`src/rtl/regfile_wb_scheduler_pkg.sv`:
```
// Shared types for the register-file writeback scheduler.
// Word/address widths, source enum and the writeback request bundle.
package regfile_wb_scheduler_pkg;

    localparam int B_WORD = 32;
    localparam int N_REGS = 32;
    localparam int ADRS_W = 5;

    typedef logic [ADRS_W-1:0] adrs_t;
    typedef logic [B_WORD-1:0] word_t;

    typedef enum logic {
        SRC_ALU = 1'b0,
        SRC_MEM = 1'b1
    } wb_src_t;

    typedef struct packed {
        adrs_t adrs;
        word_t data;
    } wb_req_t;

endpackage

```
`src/rtl/regfile_wb_scheduler_if.sv`:
```
// Valid/ready writeback request channel.
// The master is the writeback source, the slave is the scheduler.
interface regfile_wb_scheduler_if;
    import regfile_wb_scheduler_pkg::*;

    logic  valid;
    logic  ready;
    adrs_t adrs;
    word_t data;

    modport master (
        output valid,
        output adrs,
        output data,
        input  ready
    );

    modport slave (
        input  valid,
        input  adrs,
        input  data,
        output ready
    );

endinterface

```
`src/rtl/regfile_wb_scheduler_wb_scoreboard.sv`:
```
// Pending-load scoreboard with read-hazard detection.
// A new issue wins over a same-cycle return to the same register.
module wb_scoreboard
    import regfile_wb_scheduler_pkg::*;
(
    input  logic              clk_i,
    input  logic              rst_ni,
    input  logic              set_i,
    input  adrs_t             set_adrs_i,
    input  logic              clr_i,
    input  adrs_t             clr_adrs_i,
    input  adrs_t             rd_a_i,
    input  adrs_t             rd_b_i,
    input  logic              wr_en_i,
    input  adrs_t             wr_adrs_i,
    input  adrs_t             lk_adrs_i,
    output logic [N_REGS-1:0] pending_o,
    output logic              hit_a_o,
    output logic              hit_b_o,
    output logic              lk_pend_o
);

    logic [N_REGS-1:0] pending_q;
    logic [N_REGS-1:0] pending_d;

    always_comb begin
        pending_d = pending_q;
        if (clr_i) begin
            pending_d[clr_adrs_i] = 1'b0;
        end
        if (set_i && (set_adrs_i != '0)) begin
            pending_d[set_adrs_i] = 1'b1;
        end
        pending_d[0] = 1'b0;
    end

    always_ff @(posedge clk_i) begin
        if (!rst_ni) begin
            pending_q <= '0;
        end else begin
            pending_q <= pending_d;
        end
    end

    // A write on the port is not yet visible to a same-cycle read.
    assign hit_a_o = (rd_a_i != '0) &&
                     (pending_q[rd_a_i] ||
                      (wr_en_i && (wr_adrs_i == rd_a_i)));
    assign hit_b_o = (rd_b_i != '0) &&
                     (pending_q[rd_b_i] ||
                      (wr_en_i && (wr_adrs_i == rd_b_i)));

    assign lk_pend_o = pending_q[lk_adrs_i];
    assign pending_o = pending_q;

endmodule

```
`src/rtl/regfile_wb_scheduler.sv`:
```
// Arbitrates ALU and load-return writebacks onto the register file
// write port and raises the decode stall on pending registers.
module regfile_wb_scheduler
    import regfile_wb_scheduler_pkg::*;
(
    input  logic                    clk_cpu,
    input  logic                    reset_n,
    regfile_wb_scheduler_if.slave   alu,
    regfile_wb_scheduler_if.slave   mem,
    input  logic                    ld_issue,
    input  adrs_t                   ld_issue_adrs,
    input  adrs_t                   rd_adrs_a,
    input  adrs_t                   rd_adrs_b,
    output logic                    stall,
    output logic                    wr_en,
    output adrs_t                   wr_adrs,
    output word_t                   wr_data,
    output logic [N_REGS-1:0]       pending
);

    wb_src_t last_q, last_d;
    wb_req_t wr_q, wr_d;
    logic    wr_en_q, wr_en_d;

    logic alu_pend;
    logic alu_elig;
    logic mem_elig;
    logic gnt_alu;
    logic gnt_mem;
    logic hit_a;
    logic hit_b;

    wb_scoreboard u_sb (
        .clk_i      (clk_cpu),
        .rst_ni     (reset_n),
        .set_i      (ld_issue),
        .set_adrs_i (ld_issue_adrs),
        .clr_i      (gnt_mem),
        .clr_adrs_i (mem.adrs),
        .rd_a_i     (rd_adrs_a),
        .rd_b_i     (rd_adrs_b),
        .wr_en_i    (wr_en_q),
        .wr_adrs_i  (wr_q.adrs),
        .lk_adrs_i  (alu.adrs),
        .pending_o  (pending),
        .hit_a_o    (hit_a),
        .hit_b_o    (hit_b),
        .lk_pend_o  (alu_pend)
    );

    // ALU waits behind an outstanding load to the same register.
    assign alu_elig = alu.valid && !alu_pend;
    assign mem_elig = mem.valid;

    always_comb begin
        gnt_mem = 1'b0;
        gnt_alu = 1'b0;
        last_d  = last_q;
        wr_d    = wr_q;
        wr_en_d = 1'b0;
        if (reset_n) begin
            gnt_mem = mem_elig &&
                      (!alu_elig || (last_q == SRC_ALU));
            gnt_alu = alu_elig && !gnt_mem;
        end
        unique case (1'b1)
            gnt_mem: begin
                last_d  = SRC_MEM;
                wr_d    = '{adrs: mem.adrs, data: mem.data};
                wr_en_d = (mem.adrs != '0);
            end
            gnt_alu: begin
                last_d  = SRC_ALU;
                wr_d    = '{adrs: alu.adrs, data: alu.data};
                wr_en_d = (alu.adrs != '0);
            end
            default: ;
        endcase
    end

    always_ff @(posedge clk_cpu) begin
        if (!reset_n) begin
            last_q  <= SRC_ALU;
            wr_q    <= '0;
            wr_en_q <= 1'b0;
        end else begin
            last_q  <= last_d;
            wr_q    <= wr_d;
            wr_en_q <= wr_en_d;
        end
    end

    assign alu.ready = gnt_alu;
    assign mem.ready = gnt_mem;
    assign stall     = !reset_n || hit_a || hit_b;
    assign wr_en     = wr_en_q;
    assign wr_adrs   = wr_q.adrs;
    assign wr_data   = wr_q.data;

endmodule

```
`src/flat_wrapper.sv`:
```
// flat-port wrapper written by rule: the top's interface ports become plain ports
module regfile_wb_scheduler_flat import regfile_wb_scheduler_pkg::*;
  (clk_cpu, reset_n, ld_issue, ld_issue_adrs, rd_adrs_a, rd_adrs_b, stall, wr_en, wr_adrs, wr_data, pending, alu_valid, alu_adrs, alu_data, alu_ready, mem_valid, mem_adrs, mem_data, mem_ready);
  regfile_wb_scheduler_if alu_i ();
  regfile_wb_scheduler_if mem_i ();
  input  logic clk_cpu;
  input  logic reset_n;
  input  logic ld_issue;
  input  adrs_t ld_issue_adrs;
  input  adrs_t rd_adrs_a;
  input  adrs_t rd_adrs_b;
  output logic stall;
  output logic wr_en;
  output adrs_t wr_adrs;
  output word_t wr_data;
  output logic [N_REGS-1:0] pending;
  input wire logic [$bits(alu_i.valid)-1:0] alu_valid;
  input wire logic [$bits(alu_i.adrs)-1:0] alu_adrs;
  input wire logic [$bits(alu_i.data)-1:0] alu_data;
  output wire logic [$bits(alu_i.ready)-1:0] alu_ready;
  input wire logic [$bits(mem_i.valid)-1:0] mem_valid;
  input wire logic [$bits(mem_i.adrs)-1:0] mem_adrs;
  input wire logic [$bits(mem_i.data)-1:0] mem_data;
  output wire logic [$bits(mem_i.ready)-1:0] mem_ready;
  assign alu_i.valid = alu_valid;
  assign alu_i.adrs = alu_adrs;
  assign alu_i.data = alu_data;
  assign alu_ready = alu_i.ready;
  assign mem_i.valid = mem_valid;
  assign mem_i.adrs = mem_adrs;
  assign mem_i.data = mem_data;
  assign mem_ready = mem_i.ready;
  regfile_wb_scheduler u_core (.clk_cpu(clk_cpu), .reset_n(reset_n), .alu(alu_i), .mem(mem_i), .ld_issue(ld_issue), .ld_issue_adrs(ld_issue_adrs), .rd_adrs_a(rd_adrs_a), .rd_adrs_b(rd_adrs_b), .stall(stall), .wr_en(wr_en), .wr_adrs(wr_adrs), .wr_data(wr_data), .pending(pending));
endmodule
```
`config.mk`:
```
export PLATFORM = sky130hd
export DESIGN_NAME = regfile_wb_scheduler_flat
export DESIGN_NICKNAME = d
export VERILOG_FILES = /design/src/rtl/regfile_wb_scheduler_pkg.sv /design/src/rtl/regfile_wb_scheduler_if.sv /design/src/rtl/regfile_wb_scheduler_wb_scoreboard.sv /design/src/rtl/regfile_wb_scheduler.sv /design/src/flat_wrapper.sv
export SDC_FILE = /design/constraint.sdc
export NUM_CORES = 1
export LEC_CHECK = 0
export CORE_UTILIZATION = 46
export CTS_CLUSTER_DIAMETER = 40
export DETAILED_ROUTE_END_ITERATION = 8
export PLACE_DENSITY = 0.92
export SYNTH_ARGS = -nofsm -noshare
export SYNTH_HDL_FRONTEND = slang
export SYNTH_SLANG_ARGS = --single-unit
```
`constraint.sdc`:
```
create_clock -name clk_cpu -period 2.6 [get_ports clk_cpu]
set_input_delay 0.39 -clock clk_cpu [delete_from_list [all_inputs] [get_ports clk_cpu]]
set_output_delay 0.39 -clock clk_cpu [all_outputs]
set_load 0.01 [all_outputs]
```
==> results.toml <==
[run_status]
status = "finished, final reports clean"

[setup_path]
crit_start = "u_core.u_sb.pending_o[11]"
critical_path_class = "reg -> out"
rr_endpoint = "u_core.u_sb.pending_o[17]"
slowest_delay_ps = 480
startpoint_type = "flip-flop"
cp-end-kind = "output port"
cp.depth = 5
regToRegStartpoint = "u_core.u_sb.pending_o[1]"
crit_end = "stall"
crit_family = "multiplexers"
ff2ff_setup_slack_ps = 270
crit_chain = "mux4_2, mux2_2, a2111oi_4, o32ai_2, buf_2"
worst_r2r_path_depth = 7
cp_slowest_cell = "mux4_2"
path_max_fanout = 4
cp.arrival_ps = 2190
cp_num_buf_inv = 1
crit_required_ps = 2210

[timing]
max_freq_ghz = 0.387
setup_violations = 0
rsz0062_at_grt = "yes"
finalHoldViolCount = 0
max_slew_margin_pct = 53.8
finClkSkew_ps = 11.0
timing.final.ws_setup_ps = 15.9
report.final.slew_viol_count = 0
worstMarginPinSlew_ps = 691
period_share_pct = 99.4
setup_tns_ps = 0
period_needed_ps = 2580

[power_and_ir_drop]
totalPowerFinal_uw = 3070
sequentialPowerShare_pct = 38.6
p_int_uw = 2190
p_leak_uw = 0.00328
pwr_density_cell_mw_per_mm2 = 420
sw_frac_of_total_pct = 28.6
vdd.ir_drop.worst_mv = 0.367
pwr-share-clk_pct = 32.4
power_frac_comb_pct = 29.0
p_switching_uw = 879

[clock_tree]
cts_made_buffers = 9
clock-root-buffer = "clkbuf_8"
cts_tree = "built"
h-tree-depth = 3
clockBufferDepth = 2
path_clk_slew_ps = 80
clock_sinks = 70
hold_buffers = 0
clk_latency_ps = 350

[synthesis]
ys_types = 45
synthesis.area_mm2 = 0.00481
synth_nets = 656
postSynthCellCount = 562
yosys_warnings = 0
synth-seq-cells = 70
avgSynthCellArea_um2 = 8.57
synth-seq-area-share_pct = 29.1

[cells_and_area]
fin_cells = 898
nFillCells = 712
area_growth_pct = 52.1
antenna_cells = 0
fin_nets = 854
regArea_mm2 = 0.00142
final_util_pct = 73.6
layout-drive-gt1-share_pct = 23.1
multiInputGateArea_mm2 = 0.00331

[grt]
grt_max_degree = 79
antenna_found_initial = 0
grt.total_usage_pct = 31.7
grt_pass1_vias = 5499
grt_pass1_wl_um = 27600
grt-ovfl-total = 0

[routing]
ant_nets = 0
drc = 0
drtIter0Drc = 558
drt-total-wl_um = 17300
wl_per_cell_um = 19.3
dr.pass1.iters = 5
vias_per_cell = 5.98
vias = 5367

[placed_design]
gp_congestion = 0.949
dp_slack_ps = -748
dp.cells = 874
dp_hpwl_um = 12300
port_buffers = 165

[die]
die_area_mm2 = 0.0109
io_pins = 167
rows = 36
die_x_um = 104
core_region_area_mm2 = 0.00995
initial_core_util_pct = 48.4
die_y_um = 104

[run]
maxCapViolations = 0

[worst_hold_path]
hp-class = "reg -> reg"
## synthesized netlist by cell type (all sizes together)
library cell | number | area [um2]
conb | 1 | 3.75
o2111ai | 1 | 8.76
nand3 | 1 | 5.00
o22ai | 4 | 25.0
a2111oi | 1 | 8.76
o32ai | 1 | 8.76
nor3 | 5 | 25.0
and2 | 1 | 6.26
a211o | 2 | 17.5
mux2 | 46 | 518
a22o | 2 | 17.5
nor2b | 6 | 37.5
nor3b | 10 | 75.1
nor4 | 2 | 12.5
and3 | 4 | 25.0
mux4 | 15 | 338
nor4b | 1 | 8.76
nand3b | 2 | 15.0
nand2 | 140 | 526
o21ai | 38 | 190
a221oi | 2 | 17.5
and3b | 3 | 26.3
a41oi | 1 | 27.5
o21bai | 1 | 7.51
a311oi | 1 | 8.76
xnor2 | 6 | 52.6
clkbuf | 24 | 90.1
buf | 22 | 126
o211ai | 1 | 7.51
nor4bb | 1 | 10.0
inv | 4 | 15.0
a21oi | 34 | 170
or4 | 1 | 7.51
nand4 | 1 | 6.26
dfxtp | 70 | 1400
nand2b | 1 | 6.26
mux2i | 50 | 500
nor2 | 15 | 56.3
xor2 | 4 | 35.0
o211a | 37 | 370
## area by class of cell
type | instances | share of cell area (%)
Timing Repair Buffer | 233 | 30.0
Tap cell | 133 | 2.27
Multi-Input combinational cell | 442 | 45.1
Sequential cell | 70 | 19.4
Clock inverter | 6 | 1.16
Clock buffer | 10 | 1.88
Inverter | 4 | 0.205
## tightest hold or removal path, cell delays in order, from the launching register on
cell     delay, ps
dfxtp_2        370
nand2_1         80
o21ai_1         60
## cell families (layout without fill, tap and decap cells)
kind of cell	Yosys count	after routing	share of synthesized area (%)
and+or+nand+nor	194	194	17.6
muxes	111	111	28.2
xor gates and xnor gates	10	10	1.82
buffers and inverters	50	253	4.81
DFF	70	70	29.1
other	1	1	0.0779
AOI/OAI and AO/OA	126	126	18.4
## state kept, by name, indices dropped and copies added, names as in the netlist
| name | cells |
|---|---|
| u_core.wr_en | 1 |
| u_core.wr_adrs | 5 |
| u_core.wr_data | 32 |
| u_core.last_q | 1 |
| u_core.u_sb.pending_o | 31 |
## worst min path at each step
stage          depth (start not counted)                        end                       from
3_5_place_dp                           2   u_core.u_sb.pending_o[4]   u_core.u_sb.pending_o[4]
3_3_place_gp                           2  u_core.u_sb.pending_o[13]  u_core.u_sb.pending_o[13]
5_1_grt                                2  u_core.u_sb.pending_o[28]  u_core.u_sb.pending_o[28]
4_1_cts                                5               u_core.wr_en                  mem_valid
6_report                               2  u_core.u_sb.pending_o[24]  u_core.u_sb.pending_o[24]
2_1_floorplan                          2  u_core.u_sb.pending_o[13]  u_core.u_sb.pending_o[13]
## routing by layer
| metal | global-route usage, % | vias to the layer above | part of all wire, % | wire (um) |
|---|---|---|---|---|
| li1 | - | 2426 | - | - |
| met2 | 53.8 | 337 | 48 | 8340 |
| met5 | 0 | - | 0 | 0 |
| met1 | 36.0 | 2511 | 37 | 6390 |
| met4 | 18.8 | 0 | 5.6 | 967 |
| met3 | 7.46 | 93 | 9.2 | 1590 |
## power by group through the flow
stage / clock [uW] / sequential [uW] / combinational [uW]
after floorplan: 0 / 1230 / 402
after global placement: 0 / 1210 / 820
after detailed placement: 0 / 1210 / 850
after CTS: 1000 / 1190 / 875
after global routing: 1060 / 1200 / 948
final: 995 / 1190 / 890
## through the flow
stage          area (um2)  hold slack, ps
2_1_floorplan        4810             509
3_3_place_gp         6880             540
3_5_place_dp         6880             554
4_1_cts              7240             533
5_1_grt              7320             551
6_report             7320             537
## repair_timing
| action | CTS | global route |
|---|---|---|
| cloned | 1 | 0 |
| gates resized for setup | 47 | 24 |
| pin swaps | 10 | 5 |
| endpoints found under the setup margin | 58 | 2 |
| buffers inserted | 4 | 3 |
## layout by cell type, fill, tap and decap left out, drive strengths merged, types with 2 or more instances in the layout
cell type / count
xor2: 4
inv: 4
clkbuf: 10
xnor2: 6
nor3b: 10
a211o: 2
buf: 74
dlygate4sd2: 5
a21oi: 34
nor3: 5
o22ai: 4
clkdlybuf4s15: 2
nor2: 15
and3: 4
clkinv: 2
nand3b: 2
o21ai: 38
nor4: 2
and3b: 3
mux2i: 50
a221oi: 2
clkdlybuf4s50: 151
o211a: 37
dfxtp: 70
mux2: 46
nand2: 140
clkinvlp: 2
mux4: 15
bufinv: 2
nor2b: 6
a22o: 2
No activity file was read; power rests on OpenSTA's default activity.
